File: src/rtl/pipe_mux_reg_pkg.sv
// Shared definitions for the selector/stage-register slice: the default
// datapath width, the select-width rule and the packing offsets used for
// the flattened d, s and y buses.
package pipe_pkg;

  // Datapath width used by default throughout the pipeline.
  localparam int DEFAULT_WIDTH = 32;

  // Select width for an N-input mux. Never less than one bit.
  function automatic int sel_w_f(input int num_in);
    int w;
    w = $clog2(num_in);
    if (w < 1) begin
      return 1;
    end else begin
      return w;
    end
  endfunction

  // LSB of channel c, input i inside the flattened data bus.
  function automatic int d_lsb(input int c, input int i, input int num_in, input int width);
    return (c * num_in + i) * width;
  endfunction

  // LSB of channel c inside the flattened select bus.
  function automatic int s_lsb(input int c, input int sel_w);
    return c * sel_w;
  endfunction

  // LSB of channel c inside the flattened output bus.
  function automatic int y_lsb(input int c, input int width);
    return c * width;
  endfunction

endpackage

File: src/rtl/pipe_mux_reg_muxn.sv
// Combinational N-input selector. A select value beyond the last input
// falls back to the last input (so a 3-input mux with s = 3 returns d2),
// and the condition is reported on oor for the caller to track.
module muxn
  import pipe_pkg::*;
#(
  parameter int WIDTH = DEFAULT_WIDTH,
  parameter int NUM_IN = 3,
  localparam int SEL_W = sel_w_f(NUM_IN)
) (
  input  logic [NUM_IN*WIDTH-1:0] d,
  input  logic [SEL_W-1:0]        s,
  output logic [WIDTH-1:0]        y,
  output logic                    oor
);

  logic [31:0] w_s_ext;

  assign w_s_ext = 32'(s);

  // Pick the addressed input, or the last input when the select overshoots.
  always_comb begin
    y   = d[(NUM_IN-1)*WIDTH +: WIDTH];
    oor = 1'b0;
    if (w_s_ext < 32'(NUM_IN)) begin
      y = d[w_s_ext*WIDTH +: WIDTH];
    end else begin
      oor = 1'b1;
    end
  end

endmodule

File: src/rtl/pipe_mux_reg.sv
// Multi-channel N-input selector fused with a pipeline stage register.
// Each channel picks one of its inputs; the results are captured with
// stall (en) and flush (clr) control, alongside a valid bit and a sticky
// flag recording any out-of-range select seen on a valid capture.
module pipe_mux_reg
  import pipe_pkg::*;
#(
  parameter int WIDTH = DEFAULT_WIDTH,
  parameter int NUM_IN = 3,
  parameter int NUM_CH = 2,
  localparam int SEL_W = sel_w_f(NUM_IN)
) (
  input  logic                           clk,
  input  logic                           reset,
  input  logic                           en,
  input  logic                           clr,
  input  logic                           in_valid,
  input  logic [NUM_CH*NUM_IN*WIDTH-1:0] d,
  input  logic [NUM_CH*SEL_W-1:0]        s,
  output logic [NUM_CH*WIDTH-1:0]        y,
  output logic                           out_valid,
  output logic                           sel_err
);

  logic [NUM_CH*WIDTH-1:0] w_sel;
  logic [NUM_CH-1:0]       w_oor;
  logic                    w_capture;
  logic                    w_err_set;

  logic [NUM_CH*WIDTH-1:0] r_y;
  logic                    r_valid;
  logic                    r_sel_err;

  // One selector per channel; channels share nothing but the clock.
  for (genvar c = 0; c < NUM_CH; c++) begin : g_ch
    muxn #(
      .WIDTH  (WIDTH),
      .NUM_IN (NUM_IN)
    ) u_mux (
      .d   (d[d_lsb(c, 0, NUM_IN, WIDTH) +: NUM_IN*WIDTH]),
      .s   (s[s_lsb(c, SEL_W) +: SEL_W]),
      .y   (w_sel[y_lsb(c, WIDTH) +: WIDTH]),
      .oor (w_oor[c])
    );
  end

  // A capture edge is an enabled, non-flushed edge; only those may flag errors.
  assign w_capture = en & ~clr;
  assign w_err_set = w_capture & in_valid & (|w_oor);

  // Stage register: reset, then flush (which beats a stall), then capture, else hold.
  always_ff @(posedge clk) begin
    if (reset) begin
      r_y     <= '0;
      r_valid <= 1'b0;
    end else if (clr) begin
      r_y     <= '0;
      r_valid <= 1'b0;
    end else if (en) begin
      r_y     <= w_sel;
      r_valid <= in_valid;
    end else begin
      r_y     <= r_y;
      r_valid <= r_valid;
    end
  end

  // Sticky out-of-range flag; only reset clears it, a flush leaves it alone.
  always_ff @(posedge clk) begin
    if (reset) begin
      r_sel_err <= 1'b0;
    end else if (w_err_set) begin
      r_sel_err <= 1'b1;
    end else begin
      r_sel_err <= r_sel_err;
    end
  end

  assign y         = r_y;
  assign out_valid = r_valid;
  assign sel_err   = r_sel_err;

endmodule

File: config.mk
export PLATFORM = sky130hd
export DESIGN_NAME = pipe_mux_reg
export DESIGN_NICKNAME = d
export VERILOG_FILES = /design/src/rtl/pipe_mux_reg_pkg.sv /design/src/rtl/pipe_mux_reg_muxn.sv /design/src/rtl/pipe_mux_reg.sv
export SDC_FILE = /design/constraint.sdc
export NUM_CORES = 1
export LEC_CHECK = 0
export ABC_CLOCK_PERIOD_IN_PS = 1820
export BUFFER_PORTS_ARGS = -buffer_cell sky130_fd_sc_hd__buf_2
export CELL_PAD_IN_SITES_DETAIL_PLACEMENT = 0
export CELL_PAD_IN_SITES_GLOBAL_PLACEMENT = 1
export CORE_MARGIN = 4
export CORE_UTILIZATION = 31
export DETAILED_ROUTE_END_ITERATION = 10
export MAX_ROUTING_LAYER = met4
export PLACE_DENSITY_LB_ADDON = 0.1
export SLEW_MARGIN = 10
export SYNTH_ARGS = -nofsm -noshare
export SYNTH_HDL_FRONTEND = slang
export SYNTH_SLANG_ARGS = --single-unit
File: constraint.sdc
create_clock -name clk -period 1.82 [get_ports clk]
set_clock_uncertainty 0.15 [all_clocks]
set_input_delay 0.455 -clock clk [delete_from_list [all_inputs] [get_ports clk]]
set_output_delay 0.455 -clock clk [all_outputs]
set_load 0.005 [all_outputs]
; Word-level counts from Yosys, hierarchy flattened
; Index checks and enable logic that the tools add are counted.
[op_classes]
n_lt_le_gt_ge = 2
n_shift = 2
n_mux = 4
bitwise = 4
n_reduce_logical = 2
[ops]
columns = op, count
row1 = variable part select 96 x 8 -> 32 bit, 2
row2 = 2-to-1 mux 32 bit, 2
row3 = less-than comparator 2 bit (second input constant), 2
row4 = OR reduction 2 bit, 2
row5 = AND 1 bit, 3
row6 = 2-to-1 mux 1 bit, 2
row7 = NOT 1 bit, 1
[totals]
regBits = 66
in_bits = 201
output_inout_bits = 66
word_cells = 17

; Depth between registers and ports, before layout
; Gate-level depths: netlist (run 1).
[logic_depth]
ltp_word = 4
ltp_mapped = 6
ltp_nobuf = 3

; Cells and area by module
; Synthesis (run 1) repeated with hierarchy kept, for this count alone.
[hier_totals]
hier_cells = 432
area_unflattened_um2 = 3842.4
[modules_own_cells]
columns = mod, instances, cells_each, area_each_um2, seq_area_each_um2
row1 = pipe_mux_reg, 1, 216, 2418.6, 1321.3
row2 = muxn, 2, 108, 711.9, 0.0

; Worst setup path before layout (run 1)
; No wires, ideal clock.
[synth_timing]
kind = input-to-reg
startpoint = input s[2]
endpoint = register r_y[49] (netlist: y[49])
setup_ns = 0.128
t_arrival_ns = 1.273
required_time_ns = 1.542
path_slack_ns = 0.270
cell_stages = 5
n_path_buf = 2
cell_sequence = buf_6 > buf_8 > mux2_4 > a221oi_2 > nor2_1
[synth_between]
elab_chain_len = 2
elab_cells_between_ends = 3
classes_between = order compare (1) / shift (1) / mux (1)
[synth_lines]
columns = item, line
row1 = "start, declared", pipe_mux_reg.sv:19  ; input logic [NUM_CH*SEL_W-1:0] s,
row2 = variable part select 96 x 8 -> 32 bit or less-than comparator 2 bit (tied branches), "pipe_mux_reg_muxn.sv:26, pipe_mux_reg_muxn.sv:25"
row3 = 2-to-1 mux 32 bit (*), pipe_mux_reg_muxn.sv:25  ; if (w_s_ext < 32'(NUM_IN)) begin
row4 = "end signal, assigned", pipe_mux_reg.sv:60  ; r_y <= w_sel;
row5 = "end signal, assigned", pipe_mux_reg.sv:63  ; r_y <= r_y;
row6 = "end, declared", pipe_mux_reg.sv:30  ; logic [NUM_CH*WIDTH-1:0] r_y;
; Mark *: on every way between the ends. The rest lies on a longest branch, timed or not.
; A chain may end at the register's enable or synchronous reset.

; Worst setup path after layout (run 1)
[layout_timing]
startpoint = input s[0]
endpoint = register r_y[23] (netlist: y[23])
; Same word-level chain as after synthesis.

==> results.md, run 1 <==
* Synth warnings at 0
* Final min period at 1.50 ns
* Tcrit/Tclk final at 0.822
* Syn nets at about 580
* Fin Hold WS at 0.137 ns
* Largest net degree at the start of global routing at 36
* PostCTS Resize Cnt at 0
* Outcome: finished, final reports clean
* Routed len/inst at 16.5 um
* # DRC at 0
* RR Startpoint: y[31]$_SDFFE_PP0P_
* Hold EP: sel_err$_SDFFE_PP0P_
* Relative slew slack at 0.619
* Met2 Routed Length at 6780 um
* CTS tree: built
* Setup Total Neg Slack at 0 ns
* Crit end category: flip-flop
* Post-synth top area cell: dfxtp_1
* Pre-CTS WS at -0.0323 ns
* Cell area after synthesis at between 4000 and 5000 um^2
* # rows at 42
* Logic pwr share at 0.227
* Setup-failing EPs final at 0
* Num CTS Buffers at 9
* CTS Hold Buffers Added at 0
* Tightest Pin Transition at between 0.5 and 0.6 ns
* WS Path Type: primary input to flip-flop
* Endpoints failing hold at 0
* DR WL met3 at 942 um
* Internal cell power at 3.05 mW
* Largest family of logic cells by synthesized area: compound AO/OA/AOI/OAI gates
* Initial DRC Count at roughly 120
* Most common cell in the netlist: dfxtp_1
* Initial Util at 0.317
* Top-area cell type share of the netlist area at 0.314
* HPWL Detailed at 10,400 um
* Die Footprint at 15,500 um^2
* Pleak at a little under 3 nW
* First-pass GRT wire length at around 21,000 um
* Synth area leaders: dfxtp_1, a221oi_2, mux2_4
* Slew Limit Fails at 0
* CP Max Fanout at 12
* Fmax achieved at 0.668 GHz
* Switching Fraction at 0.253
* Post-CTS setup buffer count at 0
* First-pass DRT Iterations at 4
* Critical path data arrival time at 1.56 ns
* Synthesized area per cell at 11.2 um^2
* Post-synthesis compound-gate area fraction at 0.225
* Top post-synthesis cells by count: dfxtp_1, nor2_1, a221oi_2
* Peak VDD IR at 468 uV
* Dominant register cell in the synthesized netlist: dfxtp_1
* Xor/xnor share of the synthesized area at 0
* Post-Synth Simple-Gate Area at 0.170
* PwrDens at roughly 700 nW/um^2
* GRT overflow at 0
* Die H at between 100 and 150 um
* Post-Route WL at 13,400 um
* Min-Delay Path Class: primary input to flip-flop
* RSZ-0062 raised after global routing: false
* Async set-reset flop share out of synthesis at 0
* Sequential element share of the synthesized area at 0.314
* Post-Synthesis Cells at 374
* Worst Hold Path Cells at 2
* Synth cell types at 26
* Area Growth Syn to Fin at 41.6%
* Post-synthesis adder-cell area fraction at 0
* Tot GR Track Use at 0.176
* Routed via count at 3,830
* Final Cell Area at roughly 6000 um^2
* Routed Antenna Nets at 0
* Root Buffer: clkbuf_16
* Clock Latency Late Sink at 0.33 ns
* Die Wd at 124 um
* Number of global-route vias before repair at between 3,000 and 4,000
* Top Layer Used: met4
* Worst Path Required at 1.88 ns
* # IOs at 267
* Reg2Reg Capture Point: y[31]$_SDFFE_PP0P_
* Via density at 4.72
* #FFs+latches synth at 66
* Reg power frac at 0.372
* CTS H-tree lvls at 3
* Longest Clk Path Bufs at 2
* Max_cap viols at 0
* # clock sinks at 66
* Reg2Reg Setup Slack at 0.83 ns
* Port-buffer cells at 266
* Post-route setup slack at 0.323 ns
* Hold_sp: reset
* Core area at 13,200 um^2
* Switching Power at 1.03 mW
* RePlAce Congestion at 0.786
* Total power at 4.08 mW
* Worst-path clk slew at 0.05 ns
* Initial antenna violation count at 1
* Reg2Reg Depth at 3
* Clock share of power at 0.401
* Area after DPL at about 5700 um^2
* Multiplexer area fraction after synthesis at 0.212
* Post-synth EDFFs at 0
* Layout cells sized above 1 at 0.660
* Critical Path Source Type: primary input
* Final #Nets at 833
* Met1 WL at ~5500 um
power by group through the flow:
stage | clock network (mW) | logic [mW] | registers [mW]
6_report | 1.64 | 0.926 | 1.52
5_1_grt | 1.77 | 1.01 | 1.53
4_1_cts | 1.70 | 0.940 | 1.52
3_5_place_dp | 0 | 0.936 | 1.55
3_3_place_gp | 0 | 0.927 | 1.55
2_1_floorplan | 0 | 0.565 | 1.56
critical path, cell delays in order:
cell and delay, ns:
buf_2 0.20, buf_4 0.29, mux2_4 0.33, a221oi_2 0.22
nor2_1 0.06
logic make-up after synthesis:
kind of cell / Yosys count
AOI/OAI and AO/OA: 72
buffers and inverters: 39
DFF: 66
muxes: 62
and+or+nand+nor: 135
per-stage QoR:
stage	instances	utilization
after global placement	797	0.428
after global routing	812	0.449
after detailed placement	797	0.428
after floorplan	374	-
after CTS	811	0.449
final	812	0.449
worst max path at each step:
stage	end	startpoint
5_1_grt	y[24]$_SDFFE_PP0P_	s[0]
3_5_place_dp	y[23]$_SDFFE_PP0P_	s[0]
6_report	y[23]$_SDFFE_PP0P_	s[0]
3_3_place_gp	y[22]$_SDFFE_PP0P_	s[0]
2_1_floorplan	y[49]$_SDFFE_PP0P_	s[2]
4_1_cts	y[27]$_SDFFE_PP0P_	s[0]
flip-flops by register name, summed over array words and instances, names as in the netlist:
name	cells
y	64
out_valid	1
sel_err	1
routing by layer:
metal / GRT usage / vias up
met3: 0.0673 / 13
met5: - / -
li1: - / 1888
met1: 0.197 / 1788
met4: 0.0426 / 0
met2: 0.296 / 141
cell type report:
type                       count  area [um^2]
antenna                        1         2.50
clock buffer                  12          267
clock inverter                 2         12.5
fill                        1354         7290
inverter                       1         3.75
multi-input combinational    269         2560
sequential                    66         1320
tap                          176          220
timing repair buffer         285         1560
placed cells by master, fill, tap and decap left out:
cell type and n:
clkbuf_16 9, mux2_2 9, a41oi_1 1, or2_2 1, dfxtp_1 66, o211ai_1 3
mux2_4 52, diode_2 1, and2_4 1, mux2i_1 1, buf_2 266, nor2b_1 49
buf_12 7, clkbuf_8 3, and2b_1 15, clkinv_2 1, nand2b_1 3, a31oi_1 3
a221oi_1 7, nor2b_4 2, inv_1 1, a22o_1 1, nor2_1 63, a21oi_1 3
a221oi_2 54, buf_4 12, and2_2 1, clkinvlp_4 1
Note: power is estimated with default switching activity, not from simulation.
==> run 2: changes to the inputs <==
--- a/config.mk
+++ b/config.mk
@@ -5,12 +5,12 @@
 export SDC_FILE = /design/constraint.sdc
 export NUM_CORES = 1
 export LEC_CHECK = 0
-export ABC_CLOCK_PERIOD_IN_PS = 1820
+export ABC_CLOCK_PERIOD_IN_PS = 1200
 export BUFFER_PORTS_ARGS = -buffer_cell sky130_fd_sc_hd__buf_2
 export CELL_PAD_IN_SITES_DETAIL_PLACEMENT = 0
 export CELL_PAD_IN_SITES_GLOBAL_PLACEMENT = 1
 export CORE_MARGIN = 4
-export CORE_UTILIZATION = 31
+export CORE_UTILIZATION = 28
 export DETAILED_ROUTE_END_ITERATION = 10
 export MAX_ROUTING_LAYER = met4
 export PLACE_DENSITY_LB_ADDON = 0.1
==> constraint.sdc (replaced) <==
create_clock -name clk -period 1.2 [get_ports clk]
set_clock_uncertainty 0.15 [all_clocks]
set_input_delay 0.3 -clock clk [delete_from_list [all_inputs] [get_ports clk]]
set_output_delay 0.3 -clock clk [all_outputs]
set_load 0.005 [all_outputs]
==> run 2 against run 1 <==
First-iteration DRC count down 16%. Total power is 61% higher. Non-clock buffer count rose by 18. The run now ends with negative setup slack left. Die area grew 10%. Sequential share of layout area is 1.2 points lower.
==> results.md, run 2 (synthesized netlist as in run 1, its figures left out) <==
* Outcome: finished with violations
* Failing checks: negative setup slack
* Dpl cells at 814
* Fmax achieved at 0.814 GHz
* Fin Hold WS at 0.0476 ns
* Number of fill cells at 1,423
* CP Max Fanout at 2
* Crit end category: output pin
* Final #Nets at between 800 and 900
* Critical Path Source Type: flip-flop
* Pleak at about 3.2 nW
* Worst Hold Path Cells at 3
* Routed via count at 3,922
* Largest net degree at the start of global routing at 40
* Peak VDD IR at 718 uV
* Multi-input combinational cell area at 2630 um^2
* # DRC at 0
* GRT overflow at 0
* Worst path cell trace: buf_6
* Longest Clk Path Bufs at 2
* HPWL Detailed at approximately 11,000 um
* Die Footprint at between 15,000 and 20,000 um^2
* Commonest non-fill, non-tap cells in the layout: buf_2, dfxtp_2, nor2_1
* Register area at about 1400 um^2
* PwrDens at 985 nW/um^2
* Initial antenna violation count at 1
* Relative slew slack at 0.776
* First-pass DRT Iterations at 4
* Port-buffer cells at 266
* Initial DRC Count at 103
* Worst Path Required at 0.75 ns
* Slew Limit Fails at 0
* RSZ-0062 raised after global routing: true
* Area Growth Syn to Fin at 59.0%
* Die Wd at between 100 and 150 um
* Reg2Reg Depth at 4
* Via density at about 4.7
* Critical path data arrival time at 0.78 ns
* Buf/Inv on CP at 1
* RePlAce Congestion at around 0.8
* WS Path Type: flip-flop to output pin
* Post-route setup slack at -0.0287 ns
* Max_cap viols at 0
* Number of global-route vias before repair at 4,042
* Tightest Pin Transition at ~0.34 ns
* Final min period at about 1.2 ns
* Core area at 14,600 um^2
* CTS H-tree lvls at 3
* Cell family with most CP delay: flip-flops
* Root Buffer: clkbuf_16
* Max reg flops at 64
* Non-Filler Instances at between 800 and 900
* Min-Delay Path Class: primary input to flip-flop
* # IOs at 267
* # clock sinks at 66
* Num CTS Buffers at 9
* Tcrit/Tclk final at 1.02
* Clock Latency Late Sink at 0.34 ns
* Layout cells sized above 1 at 0.780
* Worst-path clk slew at 0.06 ns
* Critical Path Max Stage Delay at 0.35 ns
* Endpoints failing hold at 0
* Die H at 131 um
* Tot GR Track Use at 0.161
* CTS tree: built
* Routed len/inst at 17.6 um
* CP max-delay cell: dfxtp_2
* CP Depth at 1
* Routed Antenna Nets at 0
* Setup-failing EPs final at 66
* First-pass GRT wire length at around 21,000 um
* # rows at 44
* Post-Route WL at 14,800 um
* Most common cell after layout, fill and taps aside: buf_2
* Initial Util at 0.287
[run 2: cell count changes in the layout (fill, tap and decap cells not counted), moves of 2 or more]
cell | previous run | this run
dfxtp_2 | 0 | 66
buf_6 | 0 | 45
and2_4 | 1 | 3
clkbuf_16 | 9 | 13
a221oi_1 | 7 | 0
buf_2 | 266 | 221
dfxtp_1 | 66 | 0
clkbuf_8 | 3 | 5
buf_12 | 7 | 12
a221oi_2 | 54 | 61
buf_4 | 12 | 20
[run 2: area by class of cell]
type | instances | share of cell area
Tap cell | 184 | 0.0344
Sequential cell | 66 | 0.210
Inverter | 1 | 0.000562
Clock buffer | 15 | 0.0446
Multi-Input combinational cell | 270 | 0.393
Antenna cell | 1 | 0.000374
Timing Repair Buffer | 303 | 0.316
Clock inverter | 1 | 0.000749
[run 2: routing by layer]
layer  routed length [um]  share of wire  global-route usage  up-vias
li1                     -              -                   -     1931
met1                 6120           0.41               0.181     1782
met2                 7100           0.48               0.268      180
met3                 1240          0.084              0.0533       29
met4                  301          0.020              0.0593        0
met5                    0              0                   -        -
[run 2: worst paths after layout]
kind	start	endpoint	slack, ns
max	y[10]$_SDFFE_PP0P_	y[10]	-0.03
min	d[170]	y[42]$_SDFFE_PP0P_	0.05
max reg2reg	y[4]$_SDFFE_PP0P_	y[4]$_SDFFE_PP0P_	0.14
min reg2reg	out_valid$_SDFFE_PP0P_	out_valid$_SDFFE_PP0P_	0.36
[run 2: what timing repair did]
| action | CTS | global route |
|---|---|---|
| resized for setup | 92 | 27 |
| hold buffers | 1 | 0 |
| endpoints found under the hold margin | 1 | 0 |
| endpoints found under the setup margin | 66 | 107 |
| buffers inserted | 1 | 3 |
| cloned | 0 | 5 |
| pin swaps | 0 | 1 |
[run 2: worst min-delay path, stage by stage]
cell      delay [ns]
buf_2           0.08
a221oi_2        0.05
nor2_1          0.07
[run 2: metrics by stage]
| step | total power, mW | util | worst slack, ns | instance area (um^2) | TNS, ns |
|---|---|---|---|---|---|
| floorplan | 3.27 | - | -0.173 | 4340 | -9.90 |
| global placement | 3.83 | 0.400 | -0.334 | 5850 | -18.32 |
| detailed placement | 3.85 | 0.400 | -0.356 | 5850 | -20.30 |
| CTS | 6.63 | 0.440 | -0.0643 | 6440 | -2.53 |
| global route | 6.90 | 0.456 | -0.0652 | 6680 | -2.92 |
| finish | 6.59 | 0.456 | -0.0287 | 6680 | -0.857 |
[run 2: report_power, final]
part	total (mW)	switching, mW	internal, mW	leakage, nW
clock	2.65	0.969	1.68	0.152
combinational	1.60	0.633	0.966	2.46
sequential	2.34	0.0489	2.29	0.567
